File: src/rtl/fetch_unit.sv
// Solix-16 instruction fetch stage: req/ack fetches from instruction memory, advances the PC
// through the register file and queues fetched words for decode, flushing on redirect.
module fetch_unit #(
  parameter int unsigned DEPTH  = 2,
  parameter int unsigned PC_INC = 1
) (
  input  logic        clk,
  input  logic        rst_n,
  input  logic [15:0] pc_cur,
  output logic [15:0] pc_next,
  output logic        pc_wr,
  output logic        imem_req,
  output logic [15:0] imem_addr,
  input  logic        imem_ack,
  input  logic [15:0] imem_rdata,
  input  logic        redirect,
  input  logic [15:0] redirect_pc,
  output logic        inst_valid,
  output logic [15:0] inst_data,
  output logic [15:0] inst_pc,
  input  logic        inst_ready
);

  localparam int unsigned PW = $clog2(DEPTH);
  localparam int unsigned CW = $clog2(DEPTH + 1);

  typedef enum logic [1:0] {IDLE, FETCH, DRAIN} state_t;

  typedef struct packed {
    logic [15:0] data;
    logic [15:0] pc;
  } entry_t;

  state_t          state_q, state_d;
  logic            req_q, req_d;
  logic [15:0]     addr_q, addr_d;
  logic [CW-1:0]   count_q, count_d;
  logic [PW-1:0]   rd_ptr_q, rd_ptr_d, wr_ptr_q, wr_ptr_d;
  logic            valid_q;
  entry_t          head_q, head_d;
  entry_t          mem [DEPTH];

  logic            xfer, push, pop, space;
  logic [15:0]     pc_inc;
  entry_t          new_entry;

  function automatic logic [PW-1:0] ptr_inc(input logic [PW-1:0] p);
    return (p == PW'(DEPTH - 1)) ? '0 : p + 1'b1;
  endfunction

  assign xfer      = req_q & imem_ack;
  assign push      = (state_q == FETCH) & xfer & ~redirect;
  assign pop       = valid_q & inst_ready & ~redirect;
  assign pc_inc    = pc_cur + 16'(PC_INC);
  assign new_entry = '{data: imem_rdata, pc: addr_q};

  // Buffer bookkeeping; a redirect empties the buffer on the same edge.
  always_comb begin
    count_d  = count_q;
    rd_ptr_d = rd_ptr_q;
    wr_ptr_d = wr_ptr_q;
    head_d   = head_q;
    if (redirect) begin
      count_d  = '0;
      rd_ptr_d = '0;
      wr_ptr_d = '0;
    end else begin
      count_d = count_q + CW'(push) - CW'(pop);
      if (push) wr_ptr_d = ptr_inc(wr_ptr_q);
      if (pop)  rd_ptr_d = ptr_inc(rd_ptr_q);
      if (pop && count_q >= CW'(2)) begin
        head_d = mem[ptr_inc(rd_ptr_q)];
      end else if (push && (count_q == '0 || (pop && count_q == CW'(1)))) begin
        head_d = new_entry;
      end
    end
  end

  assign space = count_d < CW'(DEPTH);

  // Next-state and request/address control.
  always_comb begin
    state_d = state_q;
    req_d   = req_q;
    addr_d  = addr_q;
    unique case (state_q)
      IDLE: begin
        if (!redirect && space) begin
          req_d   = 1'b1;
          addr_d  = pc_cur;
          state_d = FETCH;
        end
      end
      FETCH: begin
        if (redirect) begin
          if (xfer) begin
            req_d   = 1'b0;
            state_d = IDLE;
          end else begin
            state_d = DRAIN;
          end
        end else if (xfer) begin
          if (space) begin
            addr_d = pc_inc;
          end else begin
            req_d   = 1'b0;
            state_d = IDLE;
          end
        end
      end
      DRAIN: begin
        if (xfer) begin
          req_d   = 1'b0;
          state_d = IDLE;
        end
      end
      default: begin
        req_d   = 1'b0;
        state_d = IDLE;
      end
    endcase
  end

  // Register-file PC write port; redirect wins over the fetch increment.
  always_comb begin
    pc_wr   = 1'b0;
    pc_next = pc_cur;
    if (rst_n) begin
      if (redirect) begin
        pc_wr   = 1'b1;
        pc_next = redirect_pc;
      end else if (push) begin
        pc_wr   = 1'b1;
        pc_next = pc_inc;
      end
    end
  end

  always_ff @(posedge clk or negedge rst_n) begin
    if (!rst_n) begin
      state_q  <= IDLE;
      req_q    <= 1'b0;
      addr_q   <= '0;
      count_q  <= '0;
      rd_ptr_q <= '0;
      wr_ptr_q <= '0;
      valid_q  <= 1'b0;
      head_q   <= '0;
    end else begin
      state_q  <= state_d;
      req_q    <= req_d;
      addr_q   <= addr_d;
      count_q  <= count_d;
      rd_ptr_q <= rd_ptr_d;
      wr_ptr_q <= wr_ptr_d;
      valid_q  <= (count_d != '0);
      head_q   <= head_d;
    end
  end

  always_ff @(posedge clk) begin
    if (push) mem[wr_ptr_q] <= new_entry;
  end

  assign imem_req   = req_q;
  assign imem_addr  = addr_q;
  assign inst_valid = valid_q;
  assign inst_data  = head_q.data;
  assign inst_pc    = head_q.pc;

endmodule

File: config.mk
export PLATFORM = sky130hd
export DESIGN_NAME = fetch_unit
export DESIGN_NICKNAME = d
export VERILOG_FILES = /design/src/rtl/fetch_unit.sv
export SDC_FILE = /design/constraint.sdc
export NUM_CORES = 1
export LEC_CHECK = 0
export CELL_PAD_IN_SITES_DETAIL_PLACEMENT = 1
export CELL_PAD_IN_SITES_GLOBAL_PLACEMENT = 1
export CORE_MARGIN = 4
export CORE_UTILIZATION = 42
export CTS_CLUSTER_SIZE = 40
export DETAILED_ROUTE_END_ITERATION = 16
export PLACE_DENSITY = 0.89
export RECOVER_POWER = 100
export SYNTH_ARGS = -nofsm -noshare
export SYNTH_HDL_FRONTEND = slang
export SYNTH_SLANG_ARGS = --single-unit
File: constraint.sdc
create_clock -name clk -period 4.7 [get_ports clk]
set_clock_uncertainty 0.05 [all_clocks]
set_input_delay 0.94 -clock clk [delete_from_list [all_inputs] [get_ports clk]]
set_output_delay 0.94 -clock clk [all_outputs]
set_load 0.005 [all_outputs]
# Yosys cells after proc, flatten, opt, wreduce, memory -nomap -nowiden
# Memory sizes are Yosys's and may differ from the RTL's.
# Cells that the tools add are included.
# word_totals
reg_bits	56
latchBits	0
mem_bits_rw	64
rom_bits	0
input_bits	53
output_inout_bits	67
elab_cells	84
mem_count	1
# classes
addsub	5
mul	0
n_div	0
order_cmp	2
eq_ne	10
shift	0
n_mux	34
n_bitwise	6
n_reduce_logical	17
# mem_list
memory	depth	word_bits	read_ports	rd_ports_with_merged_regs	wr	line	source
mem	2	32	1	0	1	41	entry_t mem [DEPTH];
# op_table
cell	n
16-bit two-way mux	7
32-bit two-way mux	2
16-bit one-hot mux with 2 select lines	1
16-bit by 1-bit adder with 16-bit output (second input constant)	1
1-bit two-way mux	15
2-bit two-way mux	7
2-bit != test (second input constant)	5
2-bit nonzero test	5
3-bit != test (second input constant)	2
2-bit one-hot mux with 3 select lines	1
1-bit AND	5
5-bit AND reduction	1
2-bit by 1-bit equality test with 1-bit output (second input constant)	2
1-bit logical AND	4
2-bit logical NOT	2
4-bit AND reduction	1
1-bit one-hot mux with 3 select lines	1
3-bit AND reduction	1
1-bit adder (second input constant)	2
2-bit by 1-bit adder with 2-bit output	1
2-bit equality test (second input constant)	1
2-bit greater-or-equal comparator (second input constant)	1
2-bit less-than comparator (second input constant)	1
2-bit AND reduction	1
other kinds (4)	4

# Depth between registers and ports, before layout
# Gate-level depths: netlist of the first run.
# depth
depth_word	11
ltp_mapped	12
ltp_nobuf	10

# Worst setup path after synthesis of the first run
# OpenSTA, ideal clock, no wires.
# synth_timing
path_type	input port to flip-flop
from	input imem_ack
to	memory mem[0][0] (netlist bit) (enable)
setup_time_ps	421
arrival_ps	2897
required_ps	4229
setup_slack_ps	1332
path_stages	4
n_path_buf	1
path_cell_list	and4b_1 > buf_2 > nand2_1 > nor2_1
# synth_between
elab_chain_cells	5
# synth_lines
item	line	source
start: declaration	14	input logic imem_ack,
1-bit AND	51	assign xfer = req_q & imem_ack;
1-bit AND (2 in a row)	52	assign push = (state_q == FETCH) & xfer & ~redirect;
1-bit two-way mux	162	if (push) mem[wr_ptr_q] <= new_entry;
1-bit two-way mux (implied by the code)	162	
end: declaration	41	
# Every way passes these cells.

# Worst setup path in the final report of the first run
# layout_timing
from	input pc_cur[0]
to	output pc_next[14]
# layout_between
elab_chain_cells	4
# layout_lines
item	line	source
start: declaration	9	input logic [15:0] pc_cur,
16-bit by 1-bit adder with 16-bit output	54	assign pc_inc = pc_cur + 16'(PC_INC);
16-bit two-way mux	132	end else if (push) begin
16-bit two-way mux	129	if (redirect) begin
16-bit two-way mux	128	if (rst_n) begin
end: declaration	10	output logic [15:0] pc_next,
# Every way passes these cells.

==> results of run 1 <==
-- synthesized netlist by cell type, types with 2 or more instances --
| cell | n | area [µm²] |
|---|---|---|
| a211oi_1 | 3 | 22.5 |
| a21o_1 | 2 | 15.0 |
| a21oi_1 | 61 | 305 |
| a22o_1 | 2 | 17.5 |
| and3_1 | 2 | 12.5 |
| buf_1 | 3 | 11.3 |
| buf_2 | 7 | 35.0 |
| clkbuf_1 | 22 | 82.6 |
| dfrtp_1 | 56 | 1400 |
| edfxtp_1 | 64 | 1920 |
| ha_1 | 2 | 25.0 |
| inv_1 | 5 | 18.8 |
| mux2i_1 | 33 | 330 |
| nand2_1 | 70 | 263 |
| nand3_1 | 15 | 75.1 |
| nand4_1 | 8 | 50.1 |
| nor2_1 | 51 | 191 |
| nor2b_1 | 2 | 12.5 |
| nor3_1 | 3 | 15.0 |
| o211ai_1 | 2 | 15.0 |
| o21ai_0 | 44 | 220 |
| o21ai_1 | 17 | 85.1 |
| o22ai_1 | 5 | 31.3 |
| o31ai_1 | 3 | 22.5 |
| o32ai_1 | 2 | 17.5 |
| or2_2 | 3 | 18.8 |
| xnor2_1 | 3 | 26.3 |
| xor2_1 | 16 | 140 |
-- metal layers --
layer | up-vias | share of wire, % | track usage [%]
met2 | 142 | 51 | 39.1
met1 | 2214 | 42 | 28.0
met3 | 24 | 4.7 | 4.61
li1 | 2106 | - | -
met4 | 0 | 2.0 | 8.54
met5 | - | 0 | 0
-- final timing paths --
kind	from	to	slack, ns	depth (start not counted)
setup / recovery	pc_cur[0]	pc_next[14]	0.20	9
hold / removal	rst_n	wr_ptr_q$_DFFE_PN0N_	0.42	1
setup reg to reg	state_q[0]$_DFFE_PN0P_	imem_addr[7]$_DFFE_PN0P_	1.15	9
hold reg to reg	inst_pc[15]$_DFFE_PN0P_	inst_pc[15]$_DFFE_PN0P_	0.43	2
max in group asynchronous	rst_n	rd_ptr_q$_DFFE_PN0P_	3.07	2
min in group clk	inst_pc[15]$_DFFE_PN0P_	inst_pc[15]$_DFFE_PN0P_	0.43	2
-- layout make-up --
class | instances | share of cell area, %
Antenna cell | 1 | 0.0336
Clock inverter | 11 | 1.77
Clock buffer | 21 | 6.05
Timing Repair Buffer | 129 | 16.8
Multi-Input combinational cell | 363 | 27.5
Tap cell | 172 | 2.89
Sequential cell | 120 | 44.7
Inverter | 5 | 0.252
-- cell families after synthesis --
family                     share of synthesized area (%)
adders and majority gates                          0.454
DFF                                                 60.4
buffers and inverters                               2.68
xor gates and xnor gates                            3.32
muxes                                               6.00
and+or+nand+nor                                     12.5
AOI/OAI and AO/OA                                   14.7
-- critical path, cell delays in order --
cell	delay [ns]
clkdlybuf4s50_1	0.58
ha_1	0.25
nand3_1	0.26
nor3_1	0.38
buf_4	0.20
a21oi_1	0.06
a211oi_1	0.23
nor2_1	0.12
clkdlybuf4s50_1	0.48
-- state kept, by name, summed over array words and instances (netlist names) --
name	cells
count_q	2
wr_ptr_q	1
imem_req	1
imem_addr	16
state_q	2
inst_valid	1
inst_data	16
rd_ptr_q	1
mem	64
inst_pc	16
-- per-stage QoR --
stage	utilization, %	setup slack (ns)
2_1_floorplan	-	1.33
3_3_place_gp	54.1	0.320
3_5_place_dp	54.1	0.241
4_1_cts	58.6	0.231
5_1_grt	58.5	0.0420
6_report	58.5	0.195
-- power breakdown --
part / total (W) / leakage (nW) / switching (W) / internal, W
sequential: 0.00167 / 1.29 / 0.000256 / 0.00141
combinational: 0.00104 / 1.28 / 0.000514 / 0.000528
clock: 0.00128 / 0.288 / 0.000437 / 0.000838
==> impl_metrics.csv, run 1 <==
group,metric,value,unit
outcome,status,"finished with violations",
outcome,violations,"capacitance limit, slew limit",
floorplan,fp-row-count,41,
synthesis,synth_nets,575,
route,wirelength,16.3,mm
placed_design,portBuffers,119,
clock_network,hold_buffers,0,
floorplan,io_pins,120,
clock_network,cts_tree,"yes",
synthesis,yosys_warnings,0,
synthesis,synth-seq-cells,120,
worst_hold_path,hold_path.class,"in2async",
synthesis,synthArstFlopShare,46.7,%
critical_path,cp-start-kind,"primary input",
timing,setup_tns,0,ns
route,vias,4486,
route,first_iter_violations,207,
floorplan,core,0.0127,mm²
clock_network,cts_resized,0,
route,route.detailed.drc,0,
finish,nNetsFinal,691,
finish,stdcell_count,822,
finish,multiInputGateArea,0.00205,mm²
route,routedWlPerCell,19.8,µm
synthesis,ys.flop_type,"edfxtp_1",
placed_design,dpl_cell_area,0.00688,mm²
job,drv_cap,2,
global_route,antenna_found_initial,0,
finish,area_growth_syn_to_layout,35.2,%
route,final_antenna_net_count,0,
global_route,track_usage,22.6,%
placed_design,dp.cells,789,
timing,worst_pin_slew,2.04,ns
timing,grt_setup_unrepaired,"no",
timing,fmax,222,MHz
clock_network,clock_path_buffers,2,
critical_path,path_max_fanout,8,
global_route,grt_overflow,0,
synthesis,synth_seq_area_share,60.4,%
timing,finalCritPeriodShare,95.8,%
timing,hold_slack,0.421,ns
clock_network,cts_setup_buffers,0,
pwr,p_per_area,535,mW/mm²
clock_network,cts.sinks,120,
finish,regArea,0.00332,mm²
clock_network,cts_root_buffer,"clkbuf_16",
timing,hold_viol_final,0,
pwr,power,0.00398,W
clock_network,insertion_delay,0.41,ns
critical_path,required,3.71,ns
floorplan,die_h,122,µm
clock_network,cts_max_level,4,
timing,setup_viol,0,
floorplan,die_area,0.0150,mm²
floorplan,start_util,43.3,%
global_route,grt_pass1_vias,4886,
finish,layout_commonest_cell,"dlygate4sd3_1",
timing,finalCriticalPeriod,4.50,ns
clock_network,cts_made_buffers,17,
route,drt_pass1_iterations,4,
finish,layout_common_cells,"dlygate4sd3_1 (82), nand2_1 (70), edfxtp_1 (64), a21oi_1 (61), o21ai_0 (60)",
critical_path,crit_arrival,3.51,ns
synthesis,syn-cell-area,0.00551,mm²
critical_path,path_class,"in2out",
synthesis,syn_avg_cell_area,10.6,µm²
finish,nFillCells,1427,
timing,slew-limit-headroom,-35.7,%
synthesis,syn_inst,520,
placed_design,place.gp.congestion,0.879,
finish,drive_gt1_share,6.63,%
finish,final_cell_area,0.00744,mm²
critical_path,end_kind,"primary output",
synthesis,ys_types,42,
route,via_per_inst,5.46,
pwr,peakVddDrop,0.300,mV
synthesis,synth_edf_count,64,
timing,slew_violations,66,
clock_network,clkSlewWorstSetupHoldPaths,0.05,ns
floorplan,fp.dieW,122,µm
placed_design,dpl.hpwl,11.0,mm
pwr,leakage,2.86,nW
global_route,grt_pass1_wl,26.0,mm
global_route,grt_max_degree,65,
Power figures use the tool's default switching activity.
==> run 2: changes to the inputs <==
- ABC_CLOCK_PERIOD_IN_PS: unset -> 4700
- CAP_MARGIN: unset -> 10
==> run 2 against run 1 <==
The flow still finishes with violations (capacitance limit, slew limit). Via count shrank 0.58%. Global-route usage is the same. Sequential power is essentially flat. Critical endpoint unchanged. Fmax grew 0.12%.
==> impl_metrics.csv, run 2 (same netlist as run 1, synthesis figures left out) <==
group,metric,value,unit
route,vias,4460,
clock_network,cts_resized,0,
pwr,power,0.00398,W
timing,grt_setup_unrepaired,"no",
finish,diodes,0,
placed_design,dpl_cell_area,0.00688,mm²
timing,worst_pin_slew,2.05,ns
floorplan,die_h,122,µm
clock_network,cts_root_buffer,"clkbuf_16",
global_route,grt_max_degree,65,
timing,setup_viol,0,
global_route,antenna_found_initial,0,
clock_network,cts.sinks,120,
clock_network,insertion_delay,0.41,ns
global_route,grt_pass1_vias,4886,
floorplan,fp.dieW,122,µm
placed_design,portBuffers,119,
pwr,swShare,30.3,%
critical_path,path_class,"in2out",
clock_network,clkSlewWorstSetupHoldPaths,0.05,ns
floorplan,io_pins,120,
timing,hold_slack,0.423,ns
finish,largest_reg_flops,64,
route,drt_pass1_iterations,4,
pwr,peakVddDrop,0.299,mV
critical_path,required,3.71,ns
job,drv_cap,2,
clock_network,cts_max_level,4,
route,first_iter_violations,217,
finish,nFillCells,1428,
route,wirelength,16.3,mm
finish,layout_common_cells,"dlygate4sd3_1 (82), nand2_1 (70), edfxtp_1 (64), a21oi_1 (61), o21ai_0 (59)",
clock_network,cts_setup_buffers,0,
timing,slew_violations,66,
clock_network,clock_path_buffers,2,
pwr,comb_power_share,26.2,%
timing,setup_tns,0,ns
clock_network,cts_tree,"yes",
critical_path,crit_arrival,3.51,ns
route,final_antenna_net_count,0,
timing,finalCriticalPeriod,4.50,ns
global_route,grt_overflow,0,
placed_design,place.gp.congestion,0.879,
outcome,status,"finished with violations",
finish,top_register,"mem",
worst_hold_path,hold_path.class,"in2async",
floorplan,core,0.0127,mm²
floorplan,fp-row-count,41,
pwr,p_per_area,535,mW/mm²
critical_path,path_max_fanout,8,
route,route.detailed.drc,0,
critical_path,end_kind,"primary output",
finish,layout_commonest_cell,"dlygate4sd3_1",
floorplan,die_area,0.0150,mm²
pwr,leakage,2.86,nW
timing,fmax,222,MHz
global_route,track_usage,22.6,%
route,routedWlPerCell,19.8,µm
pwr,intPower,0.00278,W
route,via_per_inst,5.43,
placed_design,dpl.hpwl,11.0,mm
finish,final_cell_area,0.00744,mm²
clock_network,hold_buffers,0,
finish,area_growth_syn_to_layout,35.2,%
pwr,clkPwrFrac,31.9,%
pwr,switching_power,0.00121,W
finish,nNetsFinal,692,
outcome,violations,"capacitance limit, slew limit",
critical_path,cp-start-kind,"primary input",
timing,hold_viol_final,0,
floorplan,start_util,43.3,%
timing,slew-limit-headroom,-36.7,%
pwr,p_seq_share,41.8,%
timing,finalCritPeriodShare,95.7,%
global_route,grt_pass1_wl,26.0,mm
finish,drive_gt1_share,6.77,%
clock_network,cts_made_buffers,17,
==> run 2: cell types whose count changed in the layout (fill, tap and decap cells not counted), sizes merged <==
cell	previous run	this run
clkbuf	24	25
diode	1	0
==> run 2: final timing paths <==
kind                                          from                       end  slack, ns  cells after the start
max in group asynchronous                    rst_n      rd_ptr_q$_DFFE_PN0P_       3.06                      2
max reg2reg                 state_q[0]$_DFFE_PN0P_  imem_addr[7]$_DFFE_PN0P_       1.26                     11
min in group clk           inst_pc[15]$_DFFE_PN0P_   inst_pc[15]$_DFFE_PN0P_       0.43                      2
min reg2reg                inst_pc[15]$_DFFE_PN0P_   inst_pc[15]$_DFFE_PN0P_       0.43                      2
min                                          rst_n      wr_ptr_q$_DFFE_PN0N_       0.42                      1
max                                      pc_cur[0]               pc_next[14]       0.20                      9
==> run 2: per-stage QoR <==
| step | cells | utilization (%) | setup WS [ns] |
|---|---|---|---|
| finish | 822 | 58.5 | 0.201 |
| floorplan | 520 | - | 1.33 |
| global route | 822 | 58.5 | 0.0420 |
| detailed placement | 789 | 54.1 | 0.241 |
| global placement | 789 | 54.1 | 0.320 |
| CTS | 821 | 58.6 | 0.231 |
==> run 2: cell type report <==
cell class,count,area (µm²),share of cell area (%)
inverters,5,18.8,0.252
multi-input cells,363,2050,27.5
flip-flops and latches,120,3320,44.7
clock inverters,11,131,1.76
clock buffers,21,450,6.05
repair buffers,130,1260,16.9
well taps,172,215,2.89
==> run 2: worst max-delay path, stage by stage <==
cell             delay [ns]
clkdlybuf4s50_1        0.59
ha_1                   0.25
nand3_1                0.26
nor3_1                 0.38
buf_4                  0.20
a21oi_1                0.06
a211oi_1               0.23
nor2_1                 0.12
clkdlybuf4s50_1        0.48
==> run 2: power by group through the flow <==
stage / Combinational (W) / Sequential [W] / Clock [W]
after floorplan: 0.000500 / 0.00159 / 0
after detailed placement: 0.00115 / 0.00169 / 0
after CTS: 0.00116 / 0.00168 / 0.00130
after global placement: 0.00109 / 0.00165 / 0
final: 0.00104 / 0.00167 / 0.00127
after global routing: 0.00116 / 0.00171 / 0.00135
==> run 2: layer usage <==
metal  track usage, %  wire [µm]
met5                0          0
met1             28.0       6850
met3             4.61        774
met4             8.54        304
met2             39.1       8340
==> run 3: changes to the inputs <==
- SLEW_MARGIN: unset -> 20
==> run 3 against run 2 <==
The flow still finishes with violations (capacitance limit, slew limit). First-iteration DRC count up 5.1%. Register-to-register slack worse by 0.11 ns. Final cell count up 0.12%. Fmax about the same. Final area up 0.29%. Critical endpoint is now pc_next[15].
==> impl_metrics.csv, run 3 (same netlist as run 1, synthesis figures left out) <==
group,metric,value,unit
placed_design,post-place-ws,0.241,ns
floorplan,fp-row-count,41,
floorplan,io_pins,120,
global_route,grt_pass1_vias,4886,
floorplan,die_h,122,µm
clock_network,cts.sinks,120,
route,route.detailed.drc,0,
clock_network,hold_buffers,0,
clock_network,cts_tree,"yes",
finish,stdcell_count,823,
global_route,track_usage,22.6,%
clock_network,insertion_delay,0.41,ns
pwr,p_per_area,536,mW/mm²
clock_network,cts_made_buffers,17,
route,wirelength,16.3,mm
placed_design,dpl_cell_area,0.00688,mm²
finish,multiInputGateArea,0.00205,mm²
clock_network,cts_resized,0,
clock_network,cts_max_level,4,
timing,finalCritPeriodShare,95.8,%
job,drv_cap,3,
timing,grt_setup_unrepaired,"no",
timing,slew_violations,118,
route,final_antenna_net_count,0,
critical_path,end_kind,"primary output",
timing,fmax,222,MHz
worst_hold_path,hold_path.class,"in2async",
critical_path,crit_slowest_cell,"dlygate4sd3_1",
route,via_per_inst,5.48,
pwr,peakVddDrop,0.299,mV
placed_design,dp.cells,789,
critical_path,cp_cell_sequence,"dlygate4sd3_1, nand3_1, nor3_1, a21oi_1, o21ai_0, o211ai_1, dlygate4sd3_1",
finish,nNetsFinal,692,
finish,regArea,0.00332,mm²
finish,layout_common_cells,"dlygate4sd3_1 (82), nand2_1 (70), edfxtp_1 (64), a21oi_1 (61), o21ai_0 (59)",
finish,drive_gt1_share,6.62,%
finish,final_cell_area,0.00747,mm²
critical_path,path_class,"in2out",
timing,finalCriticalPeriod,4.50,ns
route,drt_pass1_iterations,4,
timing,setup_tns,0,ns
finish,area_growth_syn_to_layout,35.6,%
placed_design,place.gp.congestion,0.879,
critical_path,cp-start-kind,"primary input",
clock_network,cts_root_buffer,"clkbuf_16",
floorplan,start_util,43.3,%
finish,largest_reg_flops,64,
finish,nFillCells,1423,
floorplan,fp.dieW,122,µm
critical_path,path_max_fanout,8,
timing,slew-limit-headroom,-97.6,%
route,first_iter_violations,228,
route,routedWlPerCell,19.8,µm
global_route,grt_overflow,0,
clock_network,clock_path_buffers,2,
global_route,grt_pass1_wl,26.0,mm
timing,setup_ws,0.198,ns
global_route,antenna_found_initial,0,
placed_design,dpl.hpwl,11.0,mm
finish,top_register,"mem",
route,vias,4509,
critical_path,required,3.71,ns
pwr,leakage,2.87,nW
outcome,status,"finished with violations",
placed_design,portBuffers,119,
outcome,violations,"capacitance limit, slew limit",
pwr,power,0.00400,W
clock_network,cts_setup_buffers,0,
timing,worst_pin_slew,2.96,ns
floorplan,core,0.0127,mm²
critical_path,cp_common_cell,"dlygate4sd3_1",
timing,setup_viol,0,
critical_path,crit_arrival,3.51,ns
global_route,grt_max_degree,65,
finish,layout_commonest_cell,"dlygate4sd3_1",
timing,hold_viol_final,0,
floorplan,die_area,0.0150,mm²
clock_network,clkSlewWorstSetupHoldPaths,0.05,ns
critical_path,cpPeakStageDelay,0.67,ns
-- run 3: changes by cell type in the layout (fill, tap and decap cells not counted) --
cell and delta:
diode_2 +1, clkbuf_2 -1, buf_16 +1, clkbuf_1 +1, buf_4 -1
-- run 3: metrics by stage --
stage	util [%]	hold WS (ns)
floorplan	-	0.423
finish	58.7	0.422
global route	58.7	0.422
detailed placement	54.1	0.424
global placement	54.1	0.410
CTS	58.6	0.408
-- run 3: power breakdown --
| group | total, W | switching, W | leakage [nW] | internal, W |
|---|---|---|---|---|
| Combinational | 0.00106 | 0.000517 | 1.29 | 0.000539 |
| Clock | 0.00128 | 0.000438 | 0.288 | 0.000839 |
| Sequential | 0.00167 | 0.000259 | 1.29 | 0.00141 |
| Total | 0.00400 | 0.00121 | 2.87 | 0.00279 |
-- run 3: worst max-delay path: cells and delay by family --
| kind | cells | cell delay [ns] |
|---|---|---|
| compound gates | 3 | 0.45 |
| simple gates | 2 | 0.87 |
| buf+inv | 2 | 1.26 |
-- run 3: final cells by class --
| type | count | share of cell area [%] |
|---|---|---|
| inverters | 5 | 0.251 |
| flip-flops and latches | 120 | 44.5 |
| clock inverters | 11 | 1.76 |
| clock buffers | 21 | 6.03 |
| well taps | 172 | 2.88 |
| repair buffers | 130 | 17.1 |
| diodes | 1 | 0.0335 |
| multi-input cells | 363 | 27.4 |
-- run 3: per-layer routing --
layer	track usage [%]	part of all wire, %
met1	28.0	42
met2	39.1	51
met3	4.61	5.1
met4	8.54	1.9
met5	0	0
-- run 3: final timing paths --
check / startpoint / to / slack (ns) / cells past startpoint
max in group asynchronous: rst_n / rd_ptr_q$_DFFE_PN0P_ / 0.81 / 2
min in group clk: inst_pc[15]$_DFFE_PN0P_ / inst_pc[15]$_DFFE_PN0P_ / 0.43 / 2
max: pc_cur[4] / pc_next[15] / 0.20 / 7
max reg2reg: state_q[0]$_DFFE_PN0P_ / imem_addr[7]$_DFFE_PN0P_ / 1.15 / 9
min reg2reg: inst_pc[15]$_DFFE_PN0P_ / inst_pc[15]$_DFFE_PN0P_ / 0.43 / 2
min: rst_n / wr_ptr_q$_DFFE_PN0N_ / 0.42 / 1
